`src/rtl/sprite_pkg.sv`:
```
// Shared types and constants for the sprite sequencer slice.
package sprite_pkg;

  localparam int unsigned H_DISPLAY   = 256;
  localparam int unsigned H_TOTAL     = 309;
  localparam int unsigned V_DISPLAY   = 240;
  localparam int unsigned V_TOTAL     = 262;

  // Bitmap geometry: 16 rows of 8 bits, drawn mirrored to a 16x16 footprint.
  localparam int unsigned SPRITE_H    = 16;
  localparam int unsigned SPRITE_W    = 8;

  localparam logic [8:0] HPOS_LAST    = 9'(H_TOTAL - 1);
  localparam logic [8:0] VPOS_LAST    = 9'(V_TOTAL - 1);
  localparam logic [8:0] VSTART_HPOS  = 9'(H_DISPLAY);
  localparam logic [8:0] LOAD_HPOS    = 9'(H_DISPLAY + 1);

  // Placement bounds keep the whole 16x16 footprint on screen.
  localparam logic [8:0] X_MIN        = 9'd1;
  localparam logic [8:0] X_MAX        = 9'(H_DISPLAY - SPRITE_H);
  localparam logic [8:0] Y_MIN        = 9'd1;
  localparam logic [8:0] Y_MAX        = 9'(V_DISPLAY - SPRITE_H);

  typedef enum logic [1:0] {
    IDLE,
    ARMED,
    ACTIVE,
    DONE
  } seq_state_t;

  function automatic logic [8:0] clamp9(input logic [8:0] v,
                                        input logic [8:0] lo,
                                        input logic [8:0] hi);
    if (v < lo)      return lo;
    else if (v > hi) return hi;
    else             return v;
  endfunction

endpackage

```
`src/rtl/sprite_bitmap_ram.sv`:
```
// 16x8 sprite bitmap: synchronous write, asynchronous read, cleared by reset.
module sprite_bitmap_ram
  import sprite_pkg::*;
(
  input  logic                clk,
  input  logic                reset,
  input  logic                wr_en_i,
  input  logic [3:0]          wr_addr_i,
  input  logic [SPRITE_W-1:0] wr_data_i,
  input  logic [3:0]          rd_addr_i,
  output logic [SPRITE_W-1:0] rd_data_o
);

  logic [SPRITE_W-1:0] mem_q [SPRITE_H];

  // Row storage; a read in the write cycle still sees the old row.
  always_ff @(posedge clk or posedge reset) begin
    if (reset) begin
      for (int unsigned i = 0; i < SPRITE_H; i++) mem_q[i] <= '0;
    end else if (wr_en_i) begin
      mem_q[wr_addr_i] <= wr_data_i;
    end
  end

  assign rd_data_o = mem_q[rd_addr_i];

endmodule

```
`src/rtl/sprite_sequencer.sv`:
```
// Sprite sequencer: strobe generation for sprite_renderer from the beam
// position, plus the CPU-writable bitmap the renderer fetches from.
// Optional feature macro: SPRITE_SEQ_HFLIP_EN (adds hflip input, bit-reverses rom_bits).
module sprite_sequencer
  import sprite_pkg::*;
(
  input  logic       clk,
  input  logic       reset,
  input  logic [8:0] hpos,
  input  logic [8:0] vpos,
  input  logic       sprite_en,
  input  logic [8:0] sprite_x,
  input  logic [8:0] sprite_y,
  input  logic       wr_en,
  input  logic [3:0] wr_addr,
  input  logic [7:0] wr_data,
  input  logic [3:0] rom_addr,
  input  logic       in_progress,
`ifdef SPRITE_SEQ_HFLIP_EN
  input  logic       hflip,
`endif
  output logic [7:0] rom_bits,
  output logic       vstart,
  output logic       load,
  output logic       hstart,
  output logic       overrun
);

  seq_state_t state_q, state_d;
  logic [8:0] act_x_q, act_x_d;
  logic [8:0] act_y_q, act_y_d;
  logic [3:0] line_cnt_q, line_cnt_d;
  logic       vstart_q, vstart_d;
  logic       load_q, load_d;
  logic       hstart_q, hstart_d;
  logic       overrun_q, overrun_d;
  logic [8:0] nh, nv;
  logic       h_wrap, frame_end;
  logic [7:0] ram_bits;

  sprite_bitmap_ram u_ram (
    .clk       (clk),
    .reset     (reset),
    .wr_en_i   (wr_en),
    .wr_addr_i (wr_addr),
    .wr_data_i (wr_data),
    .rd_addr_i (rom_addr),
    .rd_data_o (ram_bits)
  );

`ifdef SPRITE_SEQ_HFLIP_EN
  logic hflip_q, hflip_d;

  // Mirror flag, latched with the position at frame end.
  always_ff @(posedge clk or posedge reset) begin
    if (reset) hflip_q <= 1'b0;
    else       hflip_q <= hflip_d;
  end

  // Bit-reverse the fetched row when the active sprite is flipped.
  always_comb begin
    hflip_d = hflip_q;
    if (frame_end && state_q != ACTIVE) hflip_d = hflip;
    rom_bits = hflip_q ? {<<{ram_bits}} : ram_bits;
  end
`else
  assign rom_bits = ram_bits;
`endif

  // Strobes are decoded against the beam position of the next clock so the
  // registered outputs line up with the stated hpos values.
  assign h_wrap    = (hpos == HPOS_LAST);
  assign frame_end = h_wrap && (vpos == VPOS_LAST);
  assign nh        = h_wrap ? '0 : hpos + 9'd1;
  assign nv        = h_wrap ? ((vpos == VPOS_LAST) ? '0 : vpos + 9'd1) : vpos;

  // State, shadow-latched placement, line counter and output strobes.
  always_ff @(posedge clk or posedge reset) begin
    if (reset) begin
      state_q    <= IDLE;
      act_x_q    <= X_MIN;
      act_y_q    <= Y_MIN;
      line_cnt_q <= '0;
      vstart_q   <= 1'b0;
      load_q     <= 1'b0;
      hstart_q   <= 1'b0;
      overrun_q  <= 1'b0;
    end else begin
      state_q    <= state_d;
      act_x_q    <= act_x_d;
      act_y_q    <= act_y_d;
      line_cnt_q <= line_cnt_d;
      vstart_q   <= vstart_d;
      load_q     <= load_d;
      hstart_q   <= hstart_d;
      overrun_q  <= overrun_d;
    end
  end

  // Next-state, strobe decode and frame-end latching.
  always_comb begin
    state_d    = state_q;
    act_x_d    = act_x_q;
    act_y_d    = act_y_q;
    line_cnt_d = line_cnt_q;
    overrun_d  = overrun_q;
    vstart_d   = 1'b0;
    load_d     = 1'b0;
    hstart_d   = 1'b0;

    unique case (state_q)
      ARMED: begin
        if (nv == act_y_q - 9'd1 && nh == VSTART_HPOS && !in_progress) begin
          vstart_d = 1'b1;
          state_d  = ACTIVE;
        end
      end
      ACTIVE: begin
        if (nv >= act_y_q - 9'd1 && nv <= act_y_q + 9'd14 && nh >= LOAD_HPOS)
          load_d = 1'b1;
        if (nv >= act_y_q && nv <= act_y_q + 9'd15 && nh == act_x_q) begin
          hstart_d   = 1'b1;
          line_cnt_d = line_cnt_q + 4'd1;
          if (line_cnt_q == 4'd15) state_d = DONE;
        end
      end
      default: ;
    endcase

    // An active sprite keeps its placement; new values wait for the next frame end.
    if (frame_end) begin
      if (in_progress) overrun_d = 1'b1;
      if (state_q != ACTIVE) begin
        act_x_d = clamp9(sprite_x, X_MIN, X_MAX);
        act_y_d = clamp9(sprite_y, Y_MIN, Y_MAX);
        state_d = sprite_en ? ARMED : IDLE;
      end
    end
  end

  assign vstart  = vstart_q;
  assign load    = load_q;
  assign hstart  = hstart_q;
  assign overrun = overrun_q;

endmodule
```
`config.mk`:
```
export PLATFORM = sky130hd
export DESIGN_NAME = sprite_sequencer
export DESIGN_NICKNAME = d
export VERILOG_FILES = /design/src/rtl/sprite_pkg.sv /design/src/rtl/sprite_bitmap_ram.sv /design/src/rtl/sprite_sequencer.sv
export SDC_FILE = /design/constraint.sdc
export NUM_CORES = 1
export LEC_CHECK = 0
export BUFFER_PORTS_ARGS = -buffer_cell sky130_fd_sc_hd__buf_4
export CAP_MARGIN = 10
export CORE_MARGIN = 2
export CORE_UTILIZATION = 55
export DETAILED_ROUTE_END_ITERATION = 10
export PLACE_DENSITY = 0.8
export SYNTH_ARGS = -nofsm -noshare
export SYNTH_HDL_FRONTEND = slang
export SYNTH_SLANG_ARGS = --single-unit
```
`constraint.sdc`:
```
create_clock -name clk -period 13.15 [get_ports clk]
set_input_delay 1.315 -clock clk [delete_from_list [all_inputs] [get_ports clk]]
set_output_delay 1.315 -clock clk [all_outputs]
set_load 0.01 [all_outputs]
```
==> results of run 1 <==
==> flip-flops by register name (all words and copies together) (netlist names) <==
name / count
u_ram.mem_q: 128
act_x_q: 9
act_y_q: 9
line_cnt_q: 4
state_q: 2
hstart: 1
load: 1
overrun: 1
vstart: 1
==> metrics by stage <==
step | util | hold WS, ns | setup slack (ns) | cell area (um^2)
6_report | 0.6343 | 0.4818 | 8.173 | 9966
4_1_cts | 0.6343 | 0.4816 | 8.246 | 9966
3_5_place_dp | 0.5987 | 0.4675 | 7.795 | 9407
5_1_grt | 0.6343 | 0.5071 | 7.983 | 9966
2_1_floorplan | - | 0.4406 | 7.632 | 8735
3_3_place_gp | 0.5987 | 0.4606 | 7.958 | 9407
==> cell usage after synthesis, drive strengths merged, types with 12 or more instances <==
master and instances:
a21oi 21, clkbuf 26, dfrtp 154, ha 38, inv 20, mux2 130, mux4 40, nand2 42
nand3 17, nor2 33, nor3 12, o21ai 30, xnor2 24
==> area by class of cell <==
class	instances	area [um^2]
multi-input combinational	489	4621
sequential	156	3906
inverter	21	83.83
clock inverter	12	102.6
tap	216	270.3
clock buffer	20	456.7
timing repair buffer	70	525.5
fill	1169	5747
==> critical path, stage by stage <==
cell and delay, ns:
buf_4 0.14, or4b_4 0.58, nor2_1 0.63, nand4_1 0.24, o31ai_1 0.46, ha_1 0.25
nand4_1 0.19, or4b_2 0.76, a2111oi_4 0.41, o211ai_1 0.15, a2bb2oi_1 0.15
==> worst max-delay path by stage <==
stage                     startpoint                endpoint
after global routing         hpos[3]    state_q[0]$_DFF_PP0_
after detailed placement     hpos[3]    state_q[0]$_DFF_PP0_
after floorplan                reset  act_x_q[1]$_DFFE_PP0P_
after global placement       hpos[3]    state_q[0]$_DFF_PP0_
after CTS                    hpos[3]    state_q[0]$_DFF_PP0_
final                        hpos[3]    state_q[0]$_DFF_PP0_
==> report_power, final <==
part | total (mW) | leakage [nW] | internal, mW | switching [mW]
combinational | 0.247 | 2.17 | 0.152 | 0.0952
clock | 0.468 | 0.273 | 0.257 | 0.211
sequential | 0.620 | 1.91 | 0.572 | 0.0483
==> layer usage <==
layer  up-vias  wire (um)  global-route usage
li1       2720          -                   -
met1      3110       8787              0.3340
met2       200      10380              0.4287
met3        58       1039             0.05699
met4         0        574              0.1044
met5         -          0                   0
==> cell families after synthesis <==
family,after synthesis,synth area share
adder cells (fa/ha/maj),38,0.05443
buffers and inverters,55,0.02621
AND/OR/NAND/NOR,157,0.09426
multiplexers,170,0.2707
AO/OA/AOI/OAI,86,0.06346
XOR/XNOR,38,0.04369
flip-flops,156,0.4472
==> results by group, run 1 <==
Outcome
  – Status: completed

Drt
  – Post-DRT Antenna Nets: 0
  – Initial DRT Pass Iterations: 6
  – DR WL/cell: 21.11 um
  – DRT iter0 DRCs: 429
  – DRC Markers: 0
  – Vias post-DR: 6088
  – WL final: 20780 um
  – Vias per inst: 6.187

Worst setup path
  – Critical Path End Type: flop
  – Max FO, Critical Path: 13
  – Req. time, crit path: 13.46 ns
  – R2r setup slk: 9.53 ns
  – Worst Path Arrival: 5.29 ns
  – Crit path launch type: input port
  – Reg-to-Reg End: state_q[0]$_DFF_PP0_
  – Depth of the most critical reg-to-reg path: 11
  – Critical R2R Launch: act_y_q[1]$_DFFE_PP0P_
  – Crit Path Category: input port to flop

Min path
  – Hold WC Path Type: flop to flop
  – Worst hold stages: 1
  – Hold path startpoint: overrun$_DFFE_PP0P_
  – Hold Crit Endpoint: overrun$_DFFE_PP0P_

Yosys
  – Top_reg_cell synth: dfrtp_1
  – Synthesis warning total: 0
  – Post-synth top area share: 0.4412
  – Yosys cell types: 58
  – Total nets after synthesis: 795
  – Avg Inst Size Synth: 12.48 um^2
  – Synth top area cells: dfrtp_1, mux2_2, mux4_2
  – Yosys reg bits: 156
  – Seq/Total Area, Yosys: 0.4472
  – Async S/R FF share, synth: 1.000
  – Post-Syn Instances: 700
  – Mapped Area: 8735 um^2
  – Area leader, netlist: dfrtp_1
  – Number of flops mapped to enable cells by yosys: 0

Clock network
  – Clock sinks: 156
  – Cts hold-fix bufs: 0
  – H-tree depth: 4
  – Post-CTS Setup Bufs: 0
  – Root buf cell: clkbuf_16
  – Num CTS Buffers: 17
  – Worst skew pair latency: 0.42 ns
  – Deepest clock path buffer count: 2
  – Clock transition at path regs: 0.07 ns
  – CTS tree: built
  – Cts repair resizes: 0

Floorplan
  – Initial core utilization: 0.5559
  – I/O Pins: 69
  – Row Count: 46
  – Die span in x: 130.0 um
  – Core Region: 15710 um^2
  – Die span in y: 130.0 um
  – Die area: 16910 um^2

Finish
  – Layout cells sized above 1: 0.3802
  – Total Nets Final: 850
  – Most frequent cells in the layout: dfrtp_1, mux2_2, buf_4
  – Layout Area Growth over Synthesis: 14.10%
  – Fin cells: 984
  – Diodes inserted: 0
  – Commonest non-fill, non-tap cell in the layout: dfrtp_1

GRT
  – Grt ovf: 0
  – Total GRT Usage: 0.2588
  – Largest net degree at the start of global routing: 84
  – Number of global-route vias before repair: 6407
  – First-pass GRT wire length: 33180 um
  – Initial antenna violation count: 0

Power
  – Tot Pwr: 1.334 mW
  – Pleak: 4.357 nW
  – Worst IR Drop VDD: 0.1050 mV
  – Power density over the cells: 133.9 nW/um^2

STA
  – Setup violators final: 0
  – Period utilization: 0.3785
  – Slew Viols, Final: 0
  – Period minus WS final: 4.977 ns
  – Headroom to the max-slew limit: 0.1673
  – RSZ-0062 raised after global routing: false
  – Max Fclk: 0.2009 GHz
  – Setup total negative slack: 0 ns
  – Worst Skew: 0.004955 ns
  – Measured slew at the worst slew-check pin: 1.244 ns
  – Fin. Hold Viols: 0

Placed design
  – Final GP Congestion: 0.8720
  – Post-DP HPWL: 13900 um
  – IO Port Bufs: 68
  – Placed cells: 952

Run
  – Max Cap Viol: 0
No activity file was read; power rests on OpenSTA's default activity.
==> inputs of run 2 (changes only) <==
--- a/config.mk
+++ b/config.mk
@@ -5,12 +5,13 @@
 export SDC_FILE = /design/constraint.sdc
 export NUM_CORES = 1
 export LEC_CHECK = 0
+export ABC_AREA = 1
 export BUFFER_PORTS_ARGS = -buffer_cell sky130_fd_sc_hd__buf_4
 export CAP_MARGIN = 10
 export CORE_MARGIN = 2
 export CORE_UTILIZATION = 55
 export DETAILED_ROUTE_END_ITERATION = 10
-export PLACE_DENSITY = 0.8
+export PLACE_DENSITY = 0.83
 export SYNTH_ARGS = -nofsm -noshare
 export SYNTH_HDL_FRONTEND = slang
 export SYNTH_SLANG_ARGS = --single-unit
==> constraint.sdc (replaced) <==
create_clock -name clk -period 4 [get_ports clk]
set_input_delay 0.4 -clock clk [delete_from_list [all_inputs] [get_ports clk]]
set_output_delay 0.4 -clock clk [all_outputs]
set_load 0.01 [all_outputs]
==> run 2 against run 1 <==
  * Sequential share of layout area decreased by 1.1 points
  * Via count rose by 33%
  * Largest power group unchanged
  * Critical endpoint is now line_cnt_q[2]$_DFFE_PP0P_
  * Clock skew is 0.0029 ns higher
  * Largest cell class unchanged
  * Highest routed layer unchanged
  * Register-to-register slack worse by 8.6 ns
==> results by group, run 2 <==
Outcome
  – Status: completed

Drt
  – Vias post-DR: 8107
  – DRT iter0 DRCs: 802
  – Post-DRT Antenna Nets: 0
  – WL final: 22510 um
  – Vias per inst: 5.665
  – DR WL/cell: 15.73 um
  – DRC Markers: 0
  – Initial DRT Pass Iterations: 6

STA
  – Fin. Hold Viols: 0
  – Period utilization: 0.8154
  – Headroom to the max-slew limit: 0.2591
  – RSZ-0062 raised after global routing: false
  – Post-route setup slack: 0.7386 ns
  – Setup violators final: 0
  – Max Fclk: 0.3066 GHz
  – Period minus WS final: 3.261 ns
  – Measured slew at the worst slew-check pin: 1.107 ns
  – Slew Viols, Final: 0
  – Setup total negative slack: 0 ns
  – Worst Skew: 0.007844 ns

Finish
  – Biggest registers after layout: u_ram.mem_q (128), act_x_q (9), act_y_q (9)
  – Most frequent cells in the layout: nand2_1, o21ai_0, dfrtp_1
  – Most flop-heavy register: u_ram.mem_q
  – Layout Area Growth over Synthesis: 13.61%
  – Layout cells sized above 1: 0.1210
  – Commonest non-fill, non-tap cell in the layout: nand2_1
  – Total Nets Final: 1297
  – Diodes inserted: 0
  – Fin cells: 1431
  – Max reg flops: 128

Floorplan
  – Die span in x: 132.0 um
  – Core Region: 15940 um^2
  – Row Count: 46
  – Die area: 17440 um^2
  – Initial core utilization: 0.5656
  – I/O Pins: 69
  – Die span in y: 132.0 um

Worst setup path
  – Stages on worst setup path: 19
  – Crit-path cells: buf_4 > inv_1 > ha_1 > nand2_2 > nor2_4 > nand2_4 > nor2_1 > nand3_1 > nor2_1 > nor2_1 > nor3_1 > ha_1 > inv_1 > nor3_1 > nand2_1 > o2111ai_1 > nand3_2 > o21ai_1 > nand2_1
  – Delay-heaviest family, CP: simple AND/OR/NAND/NOR gates
  – Buf+Inv Stages, Crit Path: 3
  – Crit path top cell by count: nor2_1
  – Crit-path slowest cell: o2111ai_1
  – Worst Path Arrival: 3.56 ns
  – Req. time, crit path: 4.30 ns
  – Max FO, Critical Path: 14
  – Crit Path Category: input port to flop
  – Crit path launch type: input port
  – Max incr delay on CP: 0.43 ns
  – Depth of the most critical reg-to-reg path: 16
  – Critical Path End Type: flop

Yosys
  – Top cells by count, synth: nand2_1, o21ai_0, dfrtp_1
  – Total nets after synthesis: 1251
  – Post-Syn Instances: 1156
  – Synth top area cells: dfrtp_1, o21ai_0, nand2_1
  – Seq/Total Area, Yosys: 0.4332
  – Async S/R FF share, synth: 1.000
  – Yosys cell types: 47
  – Post-synth top area share: 0.4274
  – Top_reg_cell synth: dfrtp_1
  – Mapped Area: 9017 um^2
  – Area leader, netlist: dfrtp_1
  – Yosys reg bits: 156
  – Synthesis warning total: 0
  – Number of flops mapped to enable cells by yosys: 0
  – Avg Inst Size Synth: 7.801 um^2
  – Count leader, synth: nand2_1

Placed design
  – IO Port Bufs: 68
  – Placed cells: 1399
  – Post-DP HPWL: 16000 um
  – Final GP Congestion: 0.9263
  – Place WS: 0.4214 ns

Power
  – Pleak: 4.973 nW
  – Switching Share: 0.2891
  – Clk pwr share: 0.352
  – Worst IR Drop VDD: 0.3482 mV
  – Psw: 1.235 mW
  – Seq pwr share: 0.467
  – Combinational power share: 0.181
  – Power density over the cells: 417.2 nW/um^2
  – Internal Pwr Total: 3.038 mW

Clock network
  – Root buf cell: clkbuf_16
  – Worst skew pair latency: 0.42 ns
  – CTS tree: built
  – Deepest clock path buffer count: 2
  – H-tree depth: 4
  – Post-CTS Setup Bufs: 0
  – Cts hold-fix bufs: 0
  – Clock sinks: 156
  – Cts repair resizes: 0
  – Clock transition at path regs: 0.06 ns
  – Num CTS Buffers: 17

GRT
  – Total GRT Usage: 0.2656
  – Grt ovf: 0
  – Initial antenna violation count: 0
  – First-pass GRT wire length: 37500 um
  – Number of global-route vias before repair: 7504
  – Largest net degree at the start of global routing: 94

Run
  – Max Cap Viol: 0

Min path
  – Hold WC Path Type: input port to asynchronous set/reset pin
-- run 2: changes by cell type after synthesis, sizes merged, moves of 7 or more --
| cell | change |
|---|---|
| mux4 | -40 |
| mux2 | -130 |
| inv | +114 |
| nor2 | +53 |
| o21ai | +155 |
| nand2 | +203 |
| mux2i | +19 |
| nand4 | +7 |
| or3 | -7 |
| clkbuf | +17 |
| o211ai | +24 |
| a21oi | +61 |
| xnor2 | -20 |
| nand3 | +34 |
-- run 2: path summary, 6_finish.rpt --
check	start	to	slack [ns]
setup / recovery	hpos[0]	line_cnt_q[2]$_DFFE_PP0P_	0.74
hold / removal	reset	u_ram.mem_q[76]$_DFFE_PP0P_	0.05
setup reg to reg	act_y_q[1]$_DFFE_PP0P_	state_q[1]$_DFF_PP0_	0.90
hold reg to reg	overrun$_DFFE_PP0P_	overrun$_DFFE_PP0P_	0.47
max in group asynchronous	reset	u_ram.mem_q[34]$_DFFE_PP0P_	3.02
min in group clk	wr_data[5]	u_ram.mem_q[13]$_DFFE_PP0P_	0.21
-- run 2: area by class of cell --
| cell class | instances | area [um^2] |
|---|---|---|
| multi-input combinational | 812 | 4380 |
| inverter | 137 | 519.2 |
| fill | 1320 | 5698 |
| tap | 216 | 270.3 |
| sequential | 156 | 3906 |
| clock buffer | 23 | 498.0 |
| timing repair buffer | 78 | 610.6 |
| clock inverter | 9 | 60.06 |
-- run 2: cells by family after synthesis --
kind of cell / count (synthesis) / share of synthesized area
AO/OA/AOI/OAI: 312 / 0.1859
XOR/XNOR: 19 / 0.01929
adder cells (fa/ha/maj): 38 / 0.05273
buffers and inverters: 188 / 0.08103
flip-flops: 156 / 0.4332
multiplexers: 19 / 0.02109
AND/OR/NAND/NOR: 424 / 0.2067
-- run 2: stage by stage --
step / total power, mW / cell area [um^2] / hold WS [ns] / utilization
after floorplan: 2.519 / 9021 / 0.4478 / -
after global placement: 2.736 / 9687 / 0.4602 / 0.6076
after detailed placement: 2.776 / 9687 / 0.4635 / 0.6076
after CTS: 4.280 / 10240 / 0.06067 / 0.6426
after global routing: 4.488 / 10240 / 0.08589 / 0.6426
final: 4.274 / 10240 / 0.05318 / 0.6426
-- run 2: power groups by stage --
| stage | clock network [mW] | logic (mW) | registers [mW] |
|---|---|---|---|
| floorplan | 0 | 0.537 | 1.98 |
| detailed placement | 0 | 0.761 | 2.02 |
| global route | 1.58 | 0.883 | 2.02 |
| global placement | 0 | 0.732 | 2.00 |
| CTS | 1.52 | 0.772 | 1.99 |
| finish | 1.50 | 0.774 | 2.00 |
-- run 2: per-layer routing --
layer	track usage	up-vias	wire length [um]
li1	-	3936	-
met1	0.3782	3869	9992
met2	0.4239	261	10720
met3	0.03422	41	1271
met4	0.08696	0	522
met5	0	-	0
